<file path="config.mk">
export PLATFORM = sky130hd
export DESIGN_NAME = cordic_iter_engine_flat
export DESIGN_NICKNAME = d
export VERILOG_FILES = /design/src/rtl/cordic_iter_engine_pkg.sv /design/src/rtl/cordic_iter_engine_if.sv /design/src/rtl/cordic_iter_engine_stage.sv /design/src/rtl/cordic_iter_engine.sv /design/src/flat_wrapper.sv
export SDC_FILE = /design/constraint.sdc
export NUM_CORES = 1
export LEC_CHECK = 0
export CORE_MARGIN = 2
export CORE_UTILIZATION = 27
export CTS_BUF_LIST = sky130_fd_sc_hd__clkbuf_4 sky130_fd_sc_hd__clkbuf_8
export DETAILED_ROUTE_END_ITERATION = 12
export HOLD_SLACK_MARGIN = 0.1
export SKIP_LAST_GASP = 1
export SLEW_MARGIN = 20
export SYNTH_ARGS = -nofsm -noshare
export SYNTH_HDL_FRONTEND = slang
export SYNTH_HIERARCHICAL = 1
export SYNTH_SLANG_ARGS = --single-unit
</file>
<file path="constraint.sdc">
create_clock -name clk -period 18.75 [get_ports clk]
set_input_delay 2.8125 -clock clk [delete_from_list [all_inputs] [get_ports clk]]
set_output_delay 2.8125 -clock clk [all_outputs]
set_load 0.02 [all_outputs]
</file>
<file path="src/rtl/cordic_iter_engine_pkg.sv">
`default_nettype none
// ============================================================================
// Module   : cordic_pkg
// Purpose  : Shared types and elaboration-time constants for the CORDIC engine.
// Revision : 1.0
// ============================================================================
package cordic_pkg;

    typedef enum logic {
        ROTATE = 1'b0,
        VECTOR = 1'b1
    } cordic_mode_e;

    typedef enum logic [1:0] {
        IDLE = 2'd0,
        RUN  = 2'd1,
        DONE = 2'd2
    } cordic_state_e;

    localparam int     CORDIC_Q          = 60;
    localparam longint CORDIC_K_Q32      = 64'sd2608131496;
    localparam int     DEFAULT_FRAC_BITS = 22;

    // atan(1/n) in Q60 by its alternating power series
    function automatic longint atan_inv_q60(input longint n);
        longint p;
        longint acc;
        p   = (64'sd1 <<< CORDIC_Q) / n;
        acc = 64'sd0;
        for (int k = 0; k < 32; k++) begin
            if (k[0]) acc = acc - p / longint'(2 * k + 1);
            else      acc = acc + p / longint'(2 * k + 1);
            p = p / (n * n);
        end
        return acc;
    endfunction

    function automatic longint atan_lut(input int i, input int width, input int frac_bits);
        longint q60;
        longint r;
        if (i == 0)             q60 = 4 * atan_inv_q60(64'sd5) - atan_inv_q60(64'sd239);
        else if (i < 30)        q60 = atan_inv_q60(64'sd1 <<< i);
        else if (i < CORDIC_Q)  q60 = 64'sd1 <<< (CORDIC_Q - i);
        else                    q60 = 64'sd0;
        r = (q60 + (64'sd1 <<< (CORDIC_Q - 1 - frac_bits))) >>> (CORDIC_Q - frac_bits);
        if (r > (64'sd1 <<< (width - 1)) - 64'sd1) r = (64'sd1 <<< (width - 1)) - 64'sd1;
        return r;
    endfunction

    function automatic longint cordic_k_q(input int frac_bits);
        return (CORDIC_K_Q32 + (64'sd1 <<< (31 - frac_bits))) >>> (32 - frac_bits);
    endfunction

    localparam longint CORDIC_K_Q = cordic_k_q(DEFAULT_FRAC_BITS);

endpackage
`default_nettype wire

</file>
<file path="src/rtl/cordic_iter_engine_if.sv">
`default_nettype none
// ============================================================================
// Module   : cordic_iter_engine_if
// Purpose  : Operand/result valid-ready bundle of the CORDIC engine.
// Revision : 1.0
// ============================================================================
interface cordic_iter_engine_if #(
    parameter int WIDTH = 24
);
    logic                    in_valid;
    logic                    in_ready;
    logic                    in_mode;
    logic signed [WIDTH-1:0] in_x;
    logic signed [WIDTH-1:0] in_y;
    logic signed [WIDTH-1:0] in_z;
    logic                    out_valid;
    logic                    out_ready;
    logic signed [WIDTH-1:0] out_x;
    logic signed [WIDTH-1:0] out_y;
    logic signed [WIDTH-1:0] out_z;
    logic                    busy;

    modport master (
        output in_valid, in_mode, in_x, in_y, in_z, out_ready,
        input  in_ready, out_valid, out_x, out_y, out_z, busy
    );

    modport slave (
        input  in_valid, in_mode, in_x, in_y, in_z, out_ready,
        output in_ready, out_valid, out_x, out_y, out_z, busy
    );
endinterface
`default_nettype wire

</file>
<file path="src/rtl/cordic_iter_engine_stage.sv">
`default_nettype none
// ============================================================================
// Module   : cordic_stage
// Purpose  : One combinational CORDIC micro-rotation with a runtime index.
// Revision : 1.0
// ============================================================================
module cordic_stage
    import cordic_pkg::*;
#(
    parameter int WIDTH     = 24,
    parameter int FRAC_BITS = 22,
    parameter int CORD_ITER = 16,
    parameter int IDX_W     = 4
) (
    input  wire logic                    i_mode,
    input  wire logic [IDX_W-1:0]        i_idx,
    input  wire logic signed [WIDTH-1:0] i_x,
    input  wire logic signed [WIDTH-1:0] i_y,
    input  wire logic signed [WIDTH-1:0] i_z,
    output logic signed [WIDTH-1:0]      o_x,
    output logic signed [WIDTH-1:0]      o_y,
    output logic signed [WIDTH-1:0]      o_z
);
    logic signed [WIDTH-1:0] w_atan [CORD_ITER];

    for (genvar g = 0; g < CORD_ITER; g++) begin : g_atan
        localparam logic signed [WIDTH-1:0] C_ATAN = WIDTH'(atan_lut(g, WIDTH, FRAC_BITS));
        assign w_atan[g] = C_ATAN;
    end

    logic                    w_pos;
    logic signed [WIDTH-1:0] w_xs;
    logic signed [WIDTH-1:0] w_ys;
    logic signed [WIDTH-1:0] w_ang;

    always_comb begin
        // vectoring drives y toward zero, rotation drives z toward zero
        w_pos = (i_mode == VECTOR) ? i_y[WIDTH-1] : ~i_z[WIDTH-1];
        w_xs  = i_x >>> i_idx;
        w_ys  = i_y >>> i_idx;
        w_ang = w_atan[i_idx];
        if (w_pos) begin
            o_x = i_x - w_ys;
            o_y = i_y + w_xs;
            o_z = i_z - w_ang;
        end else begin
            o_x = i_x + w_ys;
            o_y = i_y - w_xs;
            o_z = i_z + w_ang;
        end
    end
endmodule
`default_nettype wire

</file>
<file path="src/rtl/cordic_iter_engine.sv">
`default_nettype none
// ============================================================================
// Module   : cordic_iter_engine
// Purpose  : Folded CORDIC, ITER_PER_CYCLE unrolled stages per clock.
// Revision : 1.0
// ============================================================================
module cordic_iter_engine
    import cordic_pkg::*;
#(
    parameter int WIDTH          = 24,
    parameter int FRAC_BITS      = 22,
    parameter int CORD_ITER      = 16,
    parameter int ITER_PER_CYCLE = 4
) (
    input  wire logic           clk,
    input  wire logic           reset,
    cordic_iter_engine_if.slave bus
);
    localparam int N_CYC = CORD_ITER / ITER_PER_CYCLE;
    localparam int CNT_W = (N_CYC > 1) ? $clog2(N_CYC) : 1;
    localparam int IDX_W = (CORD_ITER > 1) ? $clog2(CORD_ITER) : 1;

    if (CORD_ITER % ITER_PER_CYCLE != 0) begin : g_chk_fold
        $error("CORD_ITER must be a multiple of ITER_PER_CYCLE");
    end
    if (CORD_ITER > WIDTH) begin : g_chk_iter
        $error("CORD_ITER must not exceed WIDTH");
    end
    if (FRAC_BITS >= WIDTH - 1) begin : g_chk_frac
        $error("FRAC_BITS must be below WIDTH-1");
    end

    cordic_state_e           state_q, state_d;
    cordic_mode_e            mode_q, mode_d;
    logic [CNT_W-1:0]        cnt_q, cnt_d;
    logic signed [WIDTH-1:0] x_q, x_d, y_q, y_d, z_q, z_d;
    logic signed [WIDTH-1:0] ox_q, ox_d, oy_q, oy_d, oz_q, oz_d;
    logic                    out_valid_q, out_valid_d;
    logic                    busy_q, busy_d;
    logic                    idle_rdy_q, idle_rdy_d;

    logic signed [WIDTH-1:0] w_cx [ITER_PER_CYCLE+1];
    logic signed [WIDTH-1:0] w_cy [ITER_PER_CYCLE+1];
    logic signed [WIDTH-1:0] w_cz [ITER_PER_CYCLE+1];

    assign w_cx[0] = x_q;
    assign w_cy[0] = y_q;
    assign w_cz[0] = z_q;

    for (genvar j = 0; j < ITER_PER_CYCLE; j++) begin : g_stage
        logic [IDX_W-1:0] w_idx;
        assign w_idx = IDX_W'(int'(cnt_q) * ITER_PER_CYCLE + j);
        cordic_stage #(
            .WIDTH     (WIDTH),
            .FRAC_BITS (FRAC_BITS),
            .CORD_ITER (CORD_ITER),
            .IDX_W     (IDX_W)
        ) u_stage (
            .i_mode (mode_q),
            .i_idx  (w_idx),
            .i_x    (w_cx[j]),
            .i_y    (w_cy[j]),
            .i_z    (w_cz[j]),
            .o_x    (w_cx[j+1]),
            .o_y    (w_cy[j+1]),
            .o_z    (w_cz[j+1])
        );
    end

    // DONE hands in_ready straight to the consumer so a new operand can chase the result out
    assign bus.in_ready  = idle_rdy_q | ((state_q == DONE) & bus.out_ready);
    assign bus.out_valid = out_valid_q;
    assign bus.out_x     = ox_q;
    assign bus.out_y     = oy_q;
    assign bus.out_z     = oz_q;
    assign bus.busy      = busy_q;

    always_comb begin
        state_d     = state_q;
        mode_d      = mode_q;
        cnt_d       = cnt_q;
        x_d         = x_q;
        y_d         = y_q;
        z_d         = z_q;
        ox_d        = ox_q;
        oy_d        = oy_q;
        oz_d        = oz_q;
        out_valid_d = out_valid_q;
        case (state_q)
            IDLE: begin
                if (bus.in_valid) begin
                    state_d = RUN;
                    mode_d  = cordic_mode_e'(bus.in_mode);
                    cnt_d   = '0;
                    x_d     = bus.in_x;
                    y_d     = bus.in_y;
                    z_d     = bus.in_z;
                end
            end
            RUN: begin
                x_d   = w_cx[ITER_PER_CYCLE];
                y_d   = w_cy[ITER_PER_CYCLE];
                z_d   = w_cz[ITER_PER_CYCLE];
                cnt_d = cnt_q + 1'b1;
                if (cnt_q == CNT_W'(N_CYC - 1)) begin
                    state_d     = DONE;
                    ox_d        = w_cx[ITER_PER_CYCLE];
                    oy_d        = w_cy[ITER_PER_CYCLE];
                    oz_d        = w_cz[ITER_PER_CYCLE];
                    out_valid_d = 1'b1;
                end
            end
            DONE: begin
                if (bus.out_ready) begin
                    out_valid_d = 1'b0;
                    if (bus.in_valid) begin
                        state_d = RUN;
                        mode_d  = cordic_mode_e'(bus.in_mode);
                        cnt_d   = '0;
                        x_d     = bus.in_x;
                        y_d     = bus.in_y;
                        z_d     = bus.in_z;
                    end else begin
                        state_d = IDLE;
                    end
                end
            end
            default: state_d = IDLE;
        endcase
        busy_d     = (state_d != IDLE);
        idle_rdy_d = (state_d == IDLE);
    end

    always_ff @(posedge clk or posedge reset) begin
        if (reset) begin
            state_q     <= IDLE;
            mode_q      <= ROTATE;
            cnt_q       <= '0;
            x_q         <= '0;
            y_q         <= '0;
            z_q         <= '0;
            ox_q        <= '0;
            oy_q        <= '0;
            oz_q        <= '0;
            out_valid_q <= 1'b0;
            busy_q      <= 1'b0;
            idle_rdy_q  <= 1'b0;
        end else begin
            state_q     <= state_d;
            mode_q      <= mode_d;
            cnt_q       <= cnt_d;
            x_q         <= x_d;
            y_q         <= y_d;
            z_q         <= z_d;
            ox_q        <= ox_d;
            oy_q        <= oy_d;
            oz_q        <= oz_d;
            out_valid_q <= out_valid_d;
            busy_q      <= busy_d;
            idle_rdy_q  <= idle_rdy_d;
        end
    end
endmodule
`default_nettype wire

</file>
<file path="src/flat_wrapper.sv">
// flat-port wrapper written by rule: the top's interface ports become plain ports
module cordic_iter_engine_flat import cordic_pkg::*;
#(
    parameter int WIDTH          = 24,
    parameter int FRAC_BITS      = 22,
    parameter int CORD_ITER      = 16,
    parameter int ITER_PER_CYCLE = 4
)
  (clk, reset, bus_in_valid, bus_in_mode, bus_in_x, bus_in_y, bus_in_z, bus_out_ready, bus_in_ready, bus_out_valid, bus_out_x, bus_out_y, bus_out_z, bus_busy);
  cordic_iter_engine_if #(.WIDTH(WIDTH)) bus_i ();
  input  wire logic clk;
  input  wire logic reset;
  input wire logic [$bits(bus_i.in_valid)-1:0] bus_in_valid;
  input wire logic [$bits(bus_i.in_mode)-1:0] bus_in_mode;
  input wire logic [$bits(bus_i.in_x)-1:0] bus_in_x;
  input wire logic [$bits(bus_i.in_y)-1:0] bus_in_y;
  input wire logic [$bits(bus_i.in_z)-1:0] bus_in_z;
  input wire logic [$bits(bus_i.out_ready)-1:0] bus_out_ready;
  output wire logic [$bits(bus_i.in_ready)-1:0] bus_in_ready;
  output wire logic [$bits(bus_i.out_valid)-1:0] bus_out_valid;
  output wire logic [$bits(bus_i.out_x)-1:0] bus_out_x;
  output wire logic [$bits(bus_i.out_y)-1:0] bus_out_y;
  output wire logic [$bits(bus_i.out_z)-1:0] bus_out_z;
  output wire logic [$bits(bus_i.busy)-1:0] bus_busy;
  assign bus_i.in_valid = bus_in_valid;
  assign bus_i.in_mode = bus_in_mode;
  assign bus_i.in_x = bus_in_x;
  assign bus_i.in_y = bus_in_y;
  assign bus_i.in_z = bus_in_z;
  assign bus_i.out_ready = bus_out_ready;
  assign bus_in_ready = bus_i.in_ready;
  assign bus_out_valid = bus_i.out_valid;
  assign bus_out_x = bus_i.out_x;
  assign bus_out_y = bus_i.out_y;
  assign bus_out_z = bus_i.out_z;
  assign bus_busy = bus_i.busy;
  cordic_iter_engine #(.WIDTH(WIDTH), .FRAC_BITS(FRAC_BITS), .CORD_ITER(CORD_ITER), .ITER_PER_CYCLE(ITER_PER_CYCLE)) u_core (.clk(clk), .reset(reset), .bus(bus_i));
endmodule
</file>
==> Yosys cells after proc, flatten, opt, wreduce, memory -nomap -nowiden <==
Memories as Yosys holds them, arrays and structs flattened.
Index checks and enable logic that the tools add are counted.
{ "word_totals": {"reg_bits": 152, "romBits": 1536, "in_bits": 77, "output_inout_bits": 75, "word_cells": 128, "memories": 4} }
{ "memory_table": {"columns": ["memory", "depth", "width", "rd", "rd_clocked_by_memory_dff", "wr", "line_no", "rtl"], "rows": [
  ["(name not given)", 16, 24, 1, 0, 0, "cordic_iter_engine_stage.sv:41", "w_ang = w_atan[i_idx];"],
  ["(name not given)", 16, 24, 1, 0, 0, "cordic_iter_engine_stage.sv:41", null],
  ["(name not given)", 16, 24, 1, 0, 0, "cordic_iter_engine_stage.sv:41", null],
  ["(name not given)", 16, 24, 1, 0, 0, "cordic_iter_engine_stage.sv:41", null]
]} }
{ "op_classes": {"n_addsub": 28, "magnitude_cmp": 4, "n_eq_ne": 5, "shift": 8, "muxes": 47, "n_bitwise": 10, "reduce_logical": 10} }
{ "ops": {"columns": ["op", "n"], "rows": [
  ["two-way mux 24 bit", 26],
  ["adder 24 bit", 12],
  ["subtractor 24 bit", 12],
  ["one-hot mux 24 bit (3 select lines)", 3],
  [">>> shifter 24 x 4 -> 24 bit", 8],
  [">= comparator 5 bit (second input constant)", 4],
  ["NOT 4 -> 5 bit", 4],
  ["one-hot mux 2 bit (3 select lines)", 2],
  ["two-way mux 2 bit", 5],
  ["two-way mux 1 bit", 9],
  ["adder 4 x 2 -> 4 bit (second input constant)", 2],
  ["AND reduction 2 bit", 3],
  ["nonzero test 2 bit", 3],
  ["adder 4 x 1 -> 4 bit (second input constant)", 1],
  ["== test 2 bit (second input constant)", 2],
  ["logical NOT 2 bit", 2],
  ["NOT 1 bit", 4],
  ["one-hot mux 1 bit (2 select lines)", 2],
  ["AND reduction 3 bit", 1],
  ["nonzero test 3 bit", 1],
  ["adder 2 x 1 -> 2 bit (second input constant)", 1],
  ["== test 2 x 1 -> 1 bit (second input constant)", 1],
  ["inequality test 2 x 1 -> 1 bit (second input constant)", 1],
  ["inequality test 2 bit (second input constant)", 1],
  ["other kinds (2)", 2]
]} }

==> Logic depth before layout (Yosys ltp) <==
Gate-level depths: netlist of the first run.
{ "depth": {"ltp_word": 16, "mapped_depth": 83, "mapped_depth_nobuf": 77} }

==> Cells and area by module <==
The synthesis of the first run kept the hierarchy.
{ "modules_own_cells": {"columns": ["mod", "instances", "cells_per_inst", "area_per_inst_um2", "seq_area_each_um2"], "rows": [
  ["cordic_stage (u_core.g_stage[2].u_stage)", 1, 1083, 7932.6, 0.0],
  ["cordic_stage (u_core.g_stage[3].u_stage)", 1, 1018, 7787.5, 0.0],
  ["cordic_stage (u_core.g_stage[0].u_stage)", 1, 1066, 7758.7, 0.0],
  ["cordic_stage (u_core.g_stage[1].u_stage)", 1, 1008, 7557.2, 0.0],
  ["cordic_iter_engine", 1, 421, 6986.7, 3803.6]
]} }

==> Least setup slack after synthesis of the first run <==
OpenSTA, ideal clock, no wires.
{ "synth_timing": {"path_type": "flip-flop to flip-flop", "startpoint": "register u_core.cnt_q[0]", "endpoint": "register u_core.x_q[23]", "setup_time_ps": 125, "arrival_time_ps": 16739, "slack_ps": 1886, "stages_incl_launch_ff": 78, "path_buffers": 11, "period_less_slack_ps": 16864, "path_cell_list": "dfrtp_1 > clkbuf_1 > buf_1 > clkbuf_1 > clkbuf_1 > clkbuf_1 > buf_1 > nand2_1 > nand2_1 > ha_1 > nor2b_1 > nand3_1 > or3_1 > o21ai_0 > xnor2_1 > ha_1 > a21o_1 > a21o_1 > (+42 left out) > and3_1 > and4b_1 > and2_1 > buf_4 > nor2_1 > xor2_1 > ha_1 > and3_1 > nand4_1 > a211oi_1 > or3_1 > a31o_2 > nand3_1 > nand2_1 > a31o_2 > xnor2_1 > mux2_4 > mux2_2"} }
{ "synth_rtl": {"columns": ["element", "line_no", "rtl"], "rows": [
  ["start, declared", "cordic_iter_engine.sv:35", "logic [CNT_W-1:0] cnt_q, cnt_d;"],
  ["start signal, assigned", "cordic_iter_engine.sv:151", "cnt_q <= cnt_d;"],
  ["end signal, assigned", "cordic_iter_engine.sv:139", "x_q <= '0;"],
  ["end signal, assigned", "cordic_iter_engine.sv:152", "x_q <= x_d;"],
  ["end, declared", "cordic_iter_engine.sv:36", "logic signed [WIDTH-1:0] x_q, x_d, y_q, y_d, z_q, z_d;"]
]} }

==> run_results.csv, run 1 <==
group,metric,value,unit
run_status,status,"finished, final reports clean",
clocking,numCtsBuffers,17,
die,placeableCoreArea,140000,um2
timing,holdWs,505,ps
die,pin_count,152,
critical_path,critical_path.max_stage_delay,720,ps
worst_hold_path,min-delay-start,"u_core/bus.out_z[2]$_DFFE_PP0P_",
critical_path,cp_launch_type,"flip-flop",
die,placementRows,137,
clocking,clkLatencyLatePin,530,ps
logic_synthesis,sequential_to_total_area_share_from_yosys_stat,10.0,%
placement,gp_routability_congestion,1.04,
logic_synthesis,synth_mux_area_share,24.0,%
timing,rsz_0062_raised_after_global_routing,"yes",
detailed_routing,route.antenna.remaining_nets,0,
logic_synthesis,synth.distinct_cells,117,
global_route,grt_use_total,20.0,%
clocking,numClockSinks,152,
timing,final-setup-viol-count,0,
logic_synthesis,share_of_synthesized_registers_carrying_an_async_set_or_reset,100,%
cells_and_area,layout.filler_cells,14800,
clocking,cts_tree,"yes",
logic_synthesis,gate_count_post_synth,4596,
global_route,first_global_vias,35000,
critical_path,required,19160,ps
detailed_routing,average_vias_per_placed_instance,5.71,
placement,dp_cells,6544,
critical_path,crit_end_element,"flip-flop",
critical_path,reg2reg_setup_slack,920,ps
timing,worst_slew_pin_slew,1260,ps
worst_hold_path,worstHoldEndpoint,"u_core/bus.out_z[2]$_DFFE_PP0P_",
logic_synthesis,synth_top_family_by_area,"multiplexers",
logic_synthesis,synth_xor_xnor_area_share,10.8,%
detailed_routing,wl,150000,um
critical_path,r2r_end,"u_core/x_q[22]$_DFFE_PP0P_",
die,dieArea,144000,um2
timing,fmax,56.1,MHz
clocking,cts_htree_levels,4,
placement,hpwlAfterDp,120000,um
clocking,cts_buffer_depth,2,
die,initial_core_util,27.2,%
logic_synthesis,ys_ff_latch,152,
worst_hold_path,worst_hold_path_type,"reg2reg",
critical_path,critical_path_cell_with_the_highest_stage_delay,"dfrtp_4",
global_route,grt_start_max_net_pins,96,
cells_and_area,layout-drive-gt1-share,15.0,%
critical_path,arrival,18240,ps
logic_synthesis,yosys.area_share.simple,15.7,%
cells_and_area,layout.nets,5130,
logic_synthesis,yosysWarningCount,6,
critical_path,cpMostUsedCell,"a21oi_1",
placement,io_buffer_count,151,
clocking,path_clk_slew,90,ps
die,dieWidth,379,um
die,die_height,379,um
global_route,number_of_antenna_violations_at_the_first_check_in_global_routing,8,
critical_path,origin_of_the_critical_flop_to_flop_path,"u_core/cnt_q[0]$_DFFE_PP0P_",
detailed_routing,detailed_route_via_count,37600,
logic_synthesis,adder_and_majority_cell_fraction_of_the_synthesized_area,12.1,%
detailed_routing,drt_pre_antenna_iters,7,
timing,report.final.slew_viol_count,0,
timing,min_period_over_period,95.1,%
logic_synthesis,syn_area_per_cell,8.27,um2
logic_synthesis,synth_flop_cell,"dfrtp_1",
detailed_routing,number_of_violations_reported_at_the_end_of_detailed_routing_iteration_0,3824,
logic_synthesis,edff_count_synth,0,
detailed_routing,post-route-drc-count,0,
cells_and_area,syn_to_final_growth,11.1,%
critical_path,critical_path_class,"reg2reg",
timing,period_minus_slack,17830,ps
global_route,globalRoute.totalOverflow,0,
logic_synthesis,syn_area,38000,um2
logic_synthesis,synth-compound-area-share,22.2,%
worst_hold_path,min_delay_path_depth,1,
global_route,global_route_wire_length_before_repair,222000,um
timing,hold_violations,0,
timing,setup_skew_after_layout,24.3,ps
run,cap_violations,0,
detailed_routing,post_drt_wl_per_cell,22.8,um
timing,timing.slew.headroom,15.1,%
cells_and_area,layout.core_utilization,30.3,%
critical_path,worst-path-max-fanout,38,
cells_and_area,final_cell_count_no_fill,6583,
clocking,cts_hold_buf,0,
clocking,cts_root_buf,"clkbuf_8",
critical_path,reg2regPathDepth,70,
==> worst max-delay path, delay by kind of cell (launching register included) <==
family          cells  cell delay [ps]
fa+ha+maj           4             1330
flops               1              720
xor+xnor            8             1350
buf+inv             4             1150
mux                 9             3350
simple gates       20             4600
compound gates     25             5180
==> sequential cells by signal (all words and copies together), names as in the netlist <==
register,flops
u_core/bus.busy,1
u_core/bus.out_valid,1
u_core/bus.out_x,24
u_core/bus.out_y,24
u_core/bus.out_z,24
u_core/cnt_q,2
u_core/idle_rdy_q,1
u_core/mode_q,1
u_core/state_q,2
u_core/x_q,24
u_core/y_q,24
u_core/z_q,24
==> worst max path at each step <==
stage / start / to / slack, ps
after CTS: u_core/cnt_q[1]$_DFFE_PP0P_ / u_core/x_q[23]$_DFFE_PP0P_ / 790
after global placement: u_core/cnt_q[1]$_DFFE_PP0P_ / u_core/x_q[23]$_DFFE_PP0P_ / 930
after detailed placement: u_core/cnt_q[1]$_DFFE_PP0P_ / u_core/x_q[23]$_DFFE_PP0P_ / 880
after global routing: u_core/cnt_q[1]$_DFFE_PP0P_ / u_core/y_q[23]$_DFFE_PP0P_ / -30
after floorplan: u_core/cnt_q[0]$_DFFE_PP0P_ / u_core/x_q[23]$_DFFE_PP0P_ / 1890
final: u_core/cnt_q[0]$_DFFE_PP0P_ / u_core/x_q[22]$_DFFE_PP0P_ / 920
==> cell type report <==
cell class	instances	area, um2	share of cell area, %
clock inverters	13	148	0.349
repair buffers	288	2580	6.10
multi-input cells	4080	32500	77.0
well taps	1876	2350	5.55
diodes	2	5.00	0.0118
inverters	153	579	1.37
clock buffers	19	255	0.604
flip-flops and latches	152	3810	9.02
==> cells in the mapped netlist, types with 74 or more instances <==
| library cell | number | area, um2 |
|---|---|---|
| a21oi_1 | 414 | 2070 |
| nand2_1 | 381 | 1430 |
| ha_1 | 349 | 4370 |
| nor2_1 | 334 | 1250 |
| xnor2_1 | 306 | 2680 |
| o21ai_0 | 257 | 1290 |
| mux2_2 | 183 | 2060 |
| mux2i_1 | 177 | 1770 |
| xor2_1 | 161 | 1410 |
| mux4_2 | 156 | 3510 |
| dfrtp_1 | 152 | 3800 |
| inv_1 | 140 | 526 |
| clkbuf_1 | 114 | 428 |
| a21o_1 | 97 | 728 |
| mux2_4 | 95 | 1430 |
| nor3_1 | 87 | 435 |
| nand3_1 | 76 | 380 |
| nor2b_1 | 74 | 463 |
==> logic make-up (layout without fill, tap and decap cells) <==
| logic type | count (synthesis) | in the layout |
|---|---|---|
| muxes | 644 | 644 |
| and+or+nand+nor | 1243 | 1243 |
| DFF | 152 | 152 |
| other | 2 | 47 |
| buffers and inverters | 407 | 473 |
| AOI/OAI and AO/OA | 1319 | 1319 |
| xor gates and xnor gates | 468 | 468 |
| adders and majority gates | 361 | 361 |
==> per-stage QoR <==
step,setup slack [ps],cell area (um2),setup TNS [ps]
CTS,791,42100,0
global placement,930,41700,0
finish,918,42300,0
detailed placement,883,41700,0
floorplan,1890,38200,0
global route,-30.9,42300,-30.9
==> layout by cell type (no fill, tap or decap), drive strengths merged, types with 137 or more instances in the layout <==
| master | netlist | routed |
|---|---|---|
| a21oi | 415 | 415 |
| buf | 139 | 137 |
| clkdlybuf4s50 | 0 | 151 |
| dfrtp | 152 | 152 |
| ha | 349 | 349 |
| inv | 150 | 158 |
| mux2 | 311 | 311 |
| mux2i | 177 | 177 |
| mux4 | 156 | 156 |
| nand2 | 382 | 382 |
| nor2 | 336 | 336 |
| o21ai | 283 | 283 |
| xnor2 | 307 | 307 |
| xor2 | 161 | 161 |
==> what timing repair did <==
action / in CTS / in global routing
gates resized for setup: 0 / 11
setup buffers: 0 / 5
setup endpoints to repair: 0 / 25
==> routing by layer <==
| layer | vias up | wire, um | global-route usage [%] |
|---|---|---|---|
| li1 | 17200 | - | - |
| met1 | 18300 | 64700 | 27.2 |
| met2 | 1777 | 66300 | 31.5 |
| met3 | 312 | 12900 | 3.86 |
| met4 | 10 | 5670 | 6.84 |
| met5 | - | 163 | 0 |
Power of run 1 is not shown: default switching activity piles up to over one toggle a cycle in this logic, so the estimate is an artifact.
==> inputs of run 2 (changes only) <==
--- a/config.mk
+++ b/config.mk
@@ -5,6 +5,7 @@
 export SDC_FILE = /design/constraint.sdc
 export NUM_CORES = 1
 export LEC_CHECK = 0
+export CAP_MARGIN = 20
 export CORE_MARGIN = 2
 export CORE_UTILIZATION = 27
 export CTS_BUF_LIST = sky130_fd_sc_hd__clkbuf_4 sky130_fd_sc_hd__clkbuf_8
==> results of run 2 <==
Same layout as run 1: the final DEF is identical, and so are final timing and power.
Power of run 2 is left out for the same reason.
